## src/rtl/apu_unit_if.sv

```systemverilog
// Bundle of loop-increment stream, packed formula inputs, selector and the
// selected APU's outputs shared between the loop controller and apu_unit.
interface apu_unit_if #(
  parameter int BITS         = 8,
  parameter int LOG_LOOP_CNT = 1,
  parameter int LOG_APU_CNT  = 1
);
  localparam int LOOP_CNT = 1 << LOG_LOOP_CNT;
  localparam int APU_CNT  = 1 << LOG_APU_CNT;
  localparam int FW       = (LOOP_CNT + 1) * BITS * APU_CNT;

  logic [BITS-1:0]         di;
  logic [FW-1:0]           new_address_formula;
  logic [FW-1:0]           new_stride_x_formula;
  logic [FW-1:0]           new_stride_y_formula;
  logic                    change_loop_var;
  logic [LOG_LOOP_CNT-1:0] loop_var;
  logic [LOG_APU_CNT-1:0]  apu_selector;
  logic [BITS-1:0]         addr;
  logic [BITS-1:0]         stridex;
  logic [BITS-1:0]         stridey;
  logic [BITS-1:0]         daddr;
  logic [BITS-1:0]         dstridex;
  logic [BITS-1:0]         dstridey;

  modport master (
    output di, new_address_formula, new_stride_x_formula, new_stride_y_formula,
    output change_loop_var, loop_var, apu_selector,
    input  addr, stridex, stridey, daddr, dstridex, dstridey
  );

  modport slave (
    input  di, new_address_formula, new_stride_x_formula, new_stride_y_formula,
    input  change_loop_var, loop_var, apu_selector,
    output addr, stridex, stridey, daddr, dstridex, dstridey
  );
endinterface

```

## src/rtl/apu_unit.sv

```systemverilog
// Bank of affine address generators: each APU accumulates coef[active loop]*di
// for its address, stride-x and stride-y formulas; one APU is muxed to the outputs.
module apu_unit #(
  parameter int BITS         = 8,
  parameter int LOG_LOOP_CNT = 1,
  parameter int LOG_APU_CNT  = 1
) (
  input logic       clk,
  input logic       reset,
  apu_unit_if.slave bus
);
  localparam int LOOP_CNT     = 1 << LOG_LOOP_CNT;
  localparam int APU_CNT      = 1 << LOG_APU_CNT;
  localparam int SLICE        = (LOOP_CNT + 1) * BITS;
  localparam int NUM_FORMULAS = 3;

  // Field 0 of each unpacked formula is the base, fields 1.. are per-loop coefficients.
  logic [BITS-1:0] new_field [APU_CNT][NUM_FORMULAS][LOOP_CNT+1];

  logic [BITS-1:0] coef_tbl_q [APU_CNT][NUM_FORMULAS][LOOP_CNT];
  logic [BITS-1:0] coef_q     [APU_CNT][NUM_FORMULAS];
  logic [BITS-1:0] acc_q      [APU_CNT][NUM_FORMULAS];
  logic [BITS-1:0] di_q;
  logic [LOG_LOOP_CNT-1:0] sel_q;

  // APU 0 sits in the most significant slice of each packed formula bus.
  for (genvar k = 0; k < APU_CNT; k++) begin : g_apu
    for (genvar f = 0; f <= LOOP_CNT; f++) begin : g_field
      assign new_field[k][0][f] = bus.new_address_formula[SLICE*(APU_CNT-1-k) + BITS*f +: BITS];
      assign new_field[k][1][f] = bus.new_stride_x_formula[SLICE*(APU_CNT-1-k) + BITS*f +: BITS];
      assign new_field[k][2][f] = bus.new_stride_y_formula[SLICE*(APU_CNT-1-k) + BITS*f +: BITS];
    end
  end

  // coef_q is loaded from the previously selected loop, so a loop change takes
  // one extra edge to reach the accumulators while increments in flight still use the old coef.
  always_ff @(posedge clk) begin
    if (reset) begin
      sel_q <= '0;
      di_q  <= '0;
      for (int k = 0; k < APU_CNT; k++) begin
        for (int m = 0; m < NUM_FORMULAS; m++) begin
          acc_q[k][m]  <= new_field[k][m][0];
          coef_q[k][m] <= '0;
          for (int l = 0; l < LOOP_CNT; l++) begin
            coef_tbl_q[k][m][l] <= new_field[k][m][l+1];
          end
        end
      end
    end else begin
      if (bus.change_loop_var) begin
        sel_q <= bus.loop_var;
      end
      di_q <= bus.di;
      for (int k = 0; k < APU_CNT; k++) begin
        for (int m = 0; m < NUM_FORMULAS; m++) begin
          coef_q[k][m] <= coef_tbl_q[k][m][sel_q];
          acc_q[k][m]  <= acc_q[k][m] + coef_q[k][m] * di_q;
        end
      end
    end
  end

  assign bus.addr     = acc_q[bus.apu_selector][0];
  assign bus.stridex  = acc_q[bus.apu_selector][1];
  assign bus.stridey  = acc_q[bus.apu_selector][2];
  assign bus.daddr    = coef_q[bus.apu_selector][0];
  assign bus.dstridex = coef_q[bus.apu_selector][1];
  assign bus.dstridey = coef_q[bus.apu_selector][2];
endmodule

```

## src/flat_wrapper.sv

```systemverilog
// flat-port wrapper written by rule: the top's interface ports become plain ports
module apu_unit_flat 
#(
  parameter int BITS         = 8,
  parameter int LOG_LOOP_CNT = 1,
  parameter int LOG_APU_CNT  = 1
)
  (clk, reset, bus_di, bus_new_address_formula, bus_new_stride_x_formula, bus_new_stride_y_formula, bus_change_loop_var, bus_loop_var, bus_apu_selector, bus_addr, bus_stridex, bus_stridey, bus_daddr, bus_dstridex, bus_dstridey);
  apu_unit_if #(.BITS(BITS), .LOG_LOOP_CNT(LOG_LOOP_CNT), .LOG_APU_CNT(LOG_APU_CNT)) bus_i ();
  input logic clk;
  input logic reset;
  input wire logic [$bits(bus_i.di)-1:0] bus_di;
  input wire logic [$bits(bus_i.new_address_formula)-1:0] bus_new_address_formula;
  input wire logic [$bits(bus_i.new_stride_x_formula)-1:0] bus_new_stride_x_formula;
  input wire logic [$bits(bus_i.new_stride_y_formula)-1:0] bus_new_stride_y_formula;
  input wire logic [$bits(bus_i.change_loop_var)-1:0] bus_change_loop_var;
  input wire logic [$bits(bus_i.loop_var)-1:0] bus_loop_var;
  input wire logic [$bits(bus_i.apu_selector)-1:0] bus_apu_selector;
  output wire logic [$bits(bus_i.addr)-1:0] bus_addr;
  output wire logic [$bits(bus_i.stridex)-1:0] bus_stridex;
  output wire logic [$bits(bus_i.stridey)-1:0] bus_stridey;
  output wire logic [$bits(bus_i.daddr)-1:0] bus_daddr;
  output wire logic [$bits(bus_i.dstridex)-1:0] bus_dstridex;
  output wire logic [$bits(bus_i.dstridey)-1:0] bus_dstridey;
  assign bus_i.di = bus_di;
  assign bus_i.new_address_formula = bus_new_address_formula;
  assign bus_i.new_stride_x_formula = bus_new_stride_x_formula;
  assign bus_i.new_stride_y_formula = bus_new_stride_y_formula;
  assign bus_i.change_loop_var = bus_change_loop_var;
  assign bus_i.loop_var = bus_loop_var;
  assign bus_i.apu_selector = bus_apu_selector;
  assign bus_addr = bus_i.addr;
  assign bus_stridex = bus_i.stridex;
  assign bus_stridey = bus_i.stridey;
  assign bus_daddr = bus_i.daddr;
  assign bus_dstridex = bus_i.dstridex;
  assign bus_dstridey = bus_i.dstridey;
  apu_unit #(.BITS(BITS), .LOG_LOOP_CNT(LOG_LOOP_CNT), .LOG_APU_CNT(LOG_APU_CNT)) u_core (.clk(clk), .reset(reset), .bus(bus_i));
endmodule
```

## config.mk

```make
export PLATFORM = sky130hd
export DESIGN_NAME = apu_unit_flat
export DESIGN_NICKNAME = d
export VERILOG_FILES = /design/src/rtl/apu_unit_if.sv /design/src/rtl/apu_unit.sv /design/src/flat_wrapper.sv
export SDC_FILE = /design/constraint.sdc
export NUM_CORES = 1
export LEC_CHECK = 0
export ABC_AREA = 0
export CAP_MARGIN = 25
export CORE_ASPECT_RATIO = 0.7
export CORE_MARGIN = 5
export CORE_UTILIZATION = 57
export CTS_BUF_LIST = sky130_fd_sc_hd__clkbuf_8
export CTS_CLUSTER_DIAMETER = 50
export DETAILED_ROUTE_END_ITERATION = 16
export PLACE_DENSITY = 0.84
export SYNTH_ARGS = -nofsm -noshare
export SYNTH_HDL_FRONTEND = slang
export SYNTH_SLANG_ARGS = --single-unit
```

## constraint.sdc

```tcl
create_clock -name clk -period 5 [get_ports clk]
set_input_delay 1 -clock clk [delete_from_list [all_inputs] [get_ports clk]]
set_output_delay 1 -clock clk [all_outputs]
set_load 0.03 [all_outputs]
```

# After elaboration in Yosys (flattened, before gate mapping)
# Memory sizes are Yosys's and may differ from the RTL's.
# Cells that the tools add are included.
dict set report totals {
  elab_cells 64
  out_inout_bits 48
  n_memories 3
  register_bits 9
  ramBits 192
}
dict set report classes {
  mux 33
  n_mul 6
  addsub 6
  n_lt_le_gt_ge 1
  bitwise_logic 13
}
# memory words width read_ports rd_ports_with_merged_regs write_ports line
set memory_table {}
lappend memory_table {u_core.coef_tbl_q 2 48 2 0 2 apu_unit.sv:20} ;# logic [BITS-1:0] coef_tbl_q [APU_CNT][NUM_FORMULAS][LOOP_CNT];
lappend memory_table {u_core.acc_q 2 24 3 0 2 apu_unit.sv:22} ;# logic [BITS-1:0] acc_q [APU_CNT][NUM_FORMULAS];
lappend memory_table {u_core.coef_q 2 24 3 0 2 apu_unit.sv:21} ;# logic [BITS-1:0] coef_q [APU_CNT][NUM_FORMULAS];
# operator n
set ops {}
lappend ops {{two-way mux 8 bit} 30}
lappend ops {{adder 8 bit} 6}
lappend ops {{multiplier 8 x 8 -> 8 bit} 6}
lappend ops {{bitwise OR 1 bit} 12}
lappend ops {{two-way mux 1 bit} 3}
lappend ops {{>= comparator 2 bit (second input constant)} 1}
lappend ops {{NOT 1 -> 2 bit} 1}

# Logic depth before layout (Yosys ltp)
dict set report depth {
  word_depth 5
  mapped_depth 19
}

# Least setup slack after synthesis
# OpenSTA, ideal clock, no wires.
dict set report synth_timing {
  path_type {register to register}
  start {register u_core.di_q[1]}
  end {memory u_core.acc_q[0][23] (netlist name)}
  path_buffers 2
  arrival_time_ns 3.738
  stages_incl_launch_ff 16
  path_slack_ns 1.132
  t_required_ns 4.870
  path_cell_list {dfxtp_1 > buf_6 > clkbuf_1 > nand2_1 > fa_1 > fa_1 > inv_1 > fa_1 > inv_1 > fa_1 > inv_1 > ha_1 > a21oi_1 > xnor2_1 > xnor2_1 > o21ai_1}
}
# element line
set synth_rtl {}
lappend synth_rtl {{start: declaration} apu_unit.sv:23} ;# logic [BITS-1:0] di_q;
lappend synth_rtl {{start signal: assignment} apu_unit.sv:54} ;# di_q <= bus.di;
lappend synth_rtl {{end: declaration} apu_unit.sv:22}

==> out/qor.txt <==
================================================================================
Maximum number of pins on one net before global-route repair                 104
Final hold vios                                                                0
Clock transition at the registers of the reported paths                  0.06 ns
Placed cell count                                                           1752
Largest fanout of any net on the critical path                                13
Number of global-route vias before repair                                  10100
DRT Pass-1 Iters                                                               5
Most prevalent standard cell on the critical path                   sky130_fd_sc_hd__fa_1
FP Rows                                                                       46
Detail Placement HPWL                                                   24900 um
Net count after synthesis                                                   1634
Sequential cell area fraction in the yosys report                          37.5%
Data arrival time of the critical path                                   4.55 ns
Crit-path max cell delay                                                 0.77 ns
Longest Clk Path Bufs                                                          3
Synth Flop Type                                                     sky130_fd_sc_hd__dfxtp_1
Data required time of the critical path                                  5.37 ns
Worst-case clock skew                                                  0.0180 ns
CP endpoint kind                                                       flip-flop
Launching element type of the critical path                            flip-flop
Setup TNS                                                                   0 ns
Adder-cell share of the synthesized area                                   25.9%
Cell-by-cell listing of the critical path                           buf_4 > nand2_1 > fa_1 > fa_1 > inv_1 > fa_1 > inv_1 > fa_1 > inv_1 > ha_1 > a21oi_1 > xnor2_1 > xnor2_1 > o21ai_1
Synthesized cell area                                                 0.0133 mm2
Post-DR wirelength/cell                                                  18.1 um
Hold bufs inserted after CTS                                                   0
Die span in y                                                             138 um
Total number of nets in the final design                                    1843
Worst-skew pair later-pin latency                                        0.51 ns
Net switching power figure                                               2220 uW
Area growth syn-to-layout                                                  22.6%
Crit Path Class                                                     flip-flop to flip-flop
Internal Dissipation                                                     3870 uW
Filler Cells Inserted                                                       1627
Maximum level of the CTS H-tree                                                2
Combinational share of power                                               40.8%
Sw frac                                                                    36.5%
TritonCTS clock tree                                                        done
Total congestion overflow                                                      0
Via count                                                                   9223
Reported leakage power                                                0.00724 uW
Slack of the critical path                                              0.827 ns
Remaining DRCs                                                                 0
Number of pins exceeding their max-slew limit in the final report              0
Min-delay worst type                                                flip-flop to flip-flop
#FFs+latches synth                                                           201
RR Startpoint                                                       u_core.di_q[2]
Total GRT Usage                                                            25.6%
Fraction of layout instances using a drive strength above 1                8.40%
Largest family of logic cells by synthesized area                    adder cells
TritonCTS Buffers                                                             34
Last weighted congestion value of the routability-driven placer            0.902
Worst R2R End                                                       u_core.acc_q[0][23]
Number of failing setup endpoints in the final timing report                   0
CP endpoint                                                         u_core.acc_q[0][23]
Die area                                                              0.0265 mm2
Width of the die                                                          192 um
Synth warn                                                                     0
Synth Area in Compound Gates                                               2.52%
EDFF count, synth                                                             96
Final Hold Slack                                                        0.473 ns
Post-synthesis simple-gate area fraction                                   10.3%
Part of the power in registers                                             35.8%
Antenna-violating nets left                                                    0
Ys async rst share                                                            0%
Clock tree root driver cell                                         sky130_fd_sc_hd__clkbuf_8
Clock network fraction of total power                                      23.4%
Post-route minimum period                                                4.17 ns
MaxCap Viol Count                                                              0
Setup Fix Bufs, Post-CTS                                                       0
Drt initial violations                                                       509
Mean area per synthesized cell                                          10.5 um2
Transition time at the pin with the least slew margin                   0.897 ns
Starting Density                                                           58.3%
Non-filler cells in the finished layout                                     1812
Routed wire length                                                      32800 um
Wire length of the first global-routing pass                            52700 um
Post-Synth XOR/XNOR Area                                                   7.18%
Final Power                                                              6090 uW
Initial antenna violation count                                                1
Worst-case setup slack after placement                                  0.852 ns
CORE AREA                                                             0.0228 mm2
Final period util                                                          83.5%
R2r setup slk                                                            0.83 ns
Unrepaired setup endpoints after global routing                            false
Critical Path Start                                                 u_core.di_q[2]
Cells resized by post-CTS repair                                               0
Vias per std cell                                                           5.09
Peak supply drop                                                        0.260 mV
Cell count after synthesis                                                  1267
Slowest stage cell on the critical path                             sky130_fd_sc_hd__dfxtp_1
Power Dens Cells                                                      374 mW/mm2
Highest achievable clock rate                                          0.240 GHz
Count of inserted antenna diode cells                                          0
Normalized max-slew margin                                                 40.2%
Clock Sink Count                                                             201
Buffers on Ports                                                             204
Number of top-level pins                                                     205
Run status                                                          finished clean
R2r worst-path depth                                                          14
Number of distinct library cells after synthesis                              25
Multiplexer area fraction after synthesis                                  8.68%
================================================================================
-- synthesized netlist by cell type, types with 4 or more instances --
cell / n / area [um2]
sky130_fd_sc_hd__a21o_1: 12 / 90.1
sky130_fd_sc_hd__buf_2: 9 / 45.0
sky130_fd_sc_hd__dfxtp_1: 105 / 2100
sky130_fd_sc_hd__a21oi_1: 12 / 60.1
sky130_fd_sc_hd__ha_1: 102 / 1280
sky130_fd_sc_hd__buf_1: 9 / 33.8
sky130_fd_sc_hd__xor2_1: 27 / 236
sky130_fd_sc_hd__edfxtp_1: 96 / 2880
sky130_fd_sc_hd__inv_1: 221 / 830
sky130_fd_sc_hd__xnor2_1: 80 / 701
sky130_fd_sc_hd__nor2b_1: 8 / 50.1
sky130_fd_sc_hd__o21ai_1: 6 / 30.0
sky130_fd_sc_hd__o21ai_0: 31 / 155
sky130_fd_sc_hd__clkbuf_1: 25 / 93.8
sky130_fd_sc_hd__mux2_2: 57 / 642
sky130_fd_sc_hd__fa_1: 108 / 2160
sky130_fd_sc_hd__and2_1: 72 / 450
sky130_fd_sc_hd__nor2_1: 49 / 184
sky130_fd_sc_hd__buf_4: 4 / 30.0
sky130_fd_sc_hd__nand2_1: 179 / 672
sky130_fd_sc_hd__mux2i_1: 51 / 510
-- logic make-up (layout without fill, tap and decap cells) --
logic type / count (synthesis) / in the layout
fa+ha+maj: 210 / 210
xor+xnor: 108 / 108
compound gates: 61 / 61
buf+inv: 269 / 502
simple gates: 310 / 310
flops: 201 / 201
mux: 108 / 108
-- power groups by stage --
stage	Combinational (uW)	Sequential, uW	Clock, uW
6_report	2480	2180	1430
5_1_grt	2820	2200	1550
4_1_cts	2510	2170	1470
3_5_place_dp	2480	2210	0
3_3_place_gp	2360	2200	0
2_1_floorplan	1760	2110	0
-- registers in the layout (all words and copies together) (netlist names) --
name and count:
u_core.coef_tbl_q 96, u_core.sel_q 1, u_core.coef_q 48, u_core.acc_q 48, u_core.di_q 8
-- worst min path at each step --
| stage | from | to | slack, ns | cells after the start |
|---|---|---|---|---|
| after floorplan | u_core.coef_tbl_q[0][8] | u_core.coef_q[0][0] | 0.45 | 2 |
| after global placement | u_core.coef_tbl_q[0][14] | u_core.coef_q[0][6] | 0.46 | 2 |
| after detailed placement | u_core.coef_tbl_q[0][10] | u_core.coef_q[0][2] | 0.47 | 2 |
| after CTS | u_core.coef_tbl_q[0][10] | u_core.coef_q[0][2] | 0.48 | 2 |
| after global routing | u_core.coef_tbl_q[0][10] | u_core.coef_q[0][2] | 0.50 | 2 |
| final | u_core.coef_tbl_q[0][10] | u_core.coef_q[0][2] | 0.47 | 2 |
-- cell type report --
type | instances | area (um2) | share of cell area [%]
clock buffers | 37 | 509 | 3.13
clock inverters | 23 | 139 | 0.853
inverters | 221 | 830 | 5.09
multi-input cells | 797 | 7250 | 44.5
flip-flops and latches | 201 | 4990 | 30.6
well taps | 312 | 390 | 2.40
repair buffers | 221 | 2180 | 13.4
-- through the flow --
stage	instance area [um2]	utilization (%)
after CTS	16300	71.5
final	16300	71.5
after global routing	16300	71.5
after global placement	15600	68.6
after detailed placement	15600	68.6
after floorplan	13300	-
-- cells in the final DEF (no fill, tap or decap), types with 49 or more instances in the layout --
| master | n |
|---|---|
| sky130_fd_sc_hd__xnor2_1 | 80 |
| sky130_fd_sc_hd__mux2_2 | 57 |
| sky130_fd_sc_hd__inv_1 | 234 |
| sky130_fd_sc_hd__edfxtp_1 | 96 |
| sky130_fd_sc_hd__and2_1 | 72 |
| sky130_fd_sc_hd__fa_1 | 108 |
| sky130_fd_sc_hd__mux2i_1 | 51 |
| sky130_fd_sc_hd__nand2_1 | 179 |
| sky130_fd_sc_hd__clkdlybuf4s50_1 | 202 |
| sky130_fd_sc_hd__nor2_1 | 49 |
| sky130_fd_sc_hd__dfxtp_1 | 104 |
| sky130_fd_sc_hd__ha_1 | 102 |
-- critical path: cells and delay by family, from the launching register on --
family                     cells  cell delay (ns)
DFF                            1             0.77
AOI/OAI and AO/OA              2             0.24
buffers and inverters          4             0.42
adders and majority gates      5             2.22
xor gates and xnor gates       2             0.29
and+or+nand+nor                1             0.09
-- metal layers --
metal / GRT usage [%] / up-vias / routed length, um
li1: - / 4358 / -
met5: 0 / - / 11
met1: 36.2 / 4452 / 14600
met3: 7.73 / 46 / 3160
met4: 4.35 / 2 / 425
met2: 39.9 / 365 / 14600
(Power assumes the default switching activity.)
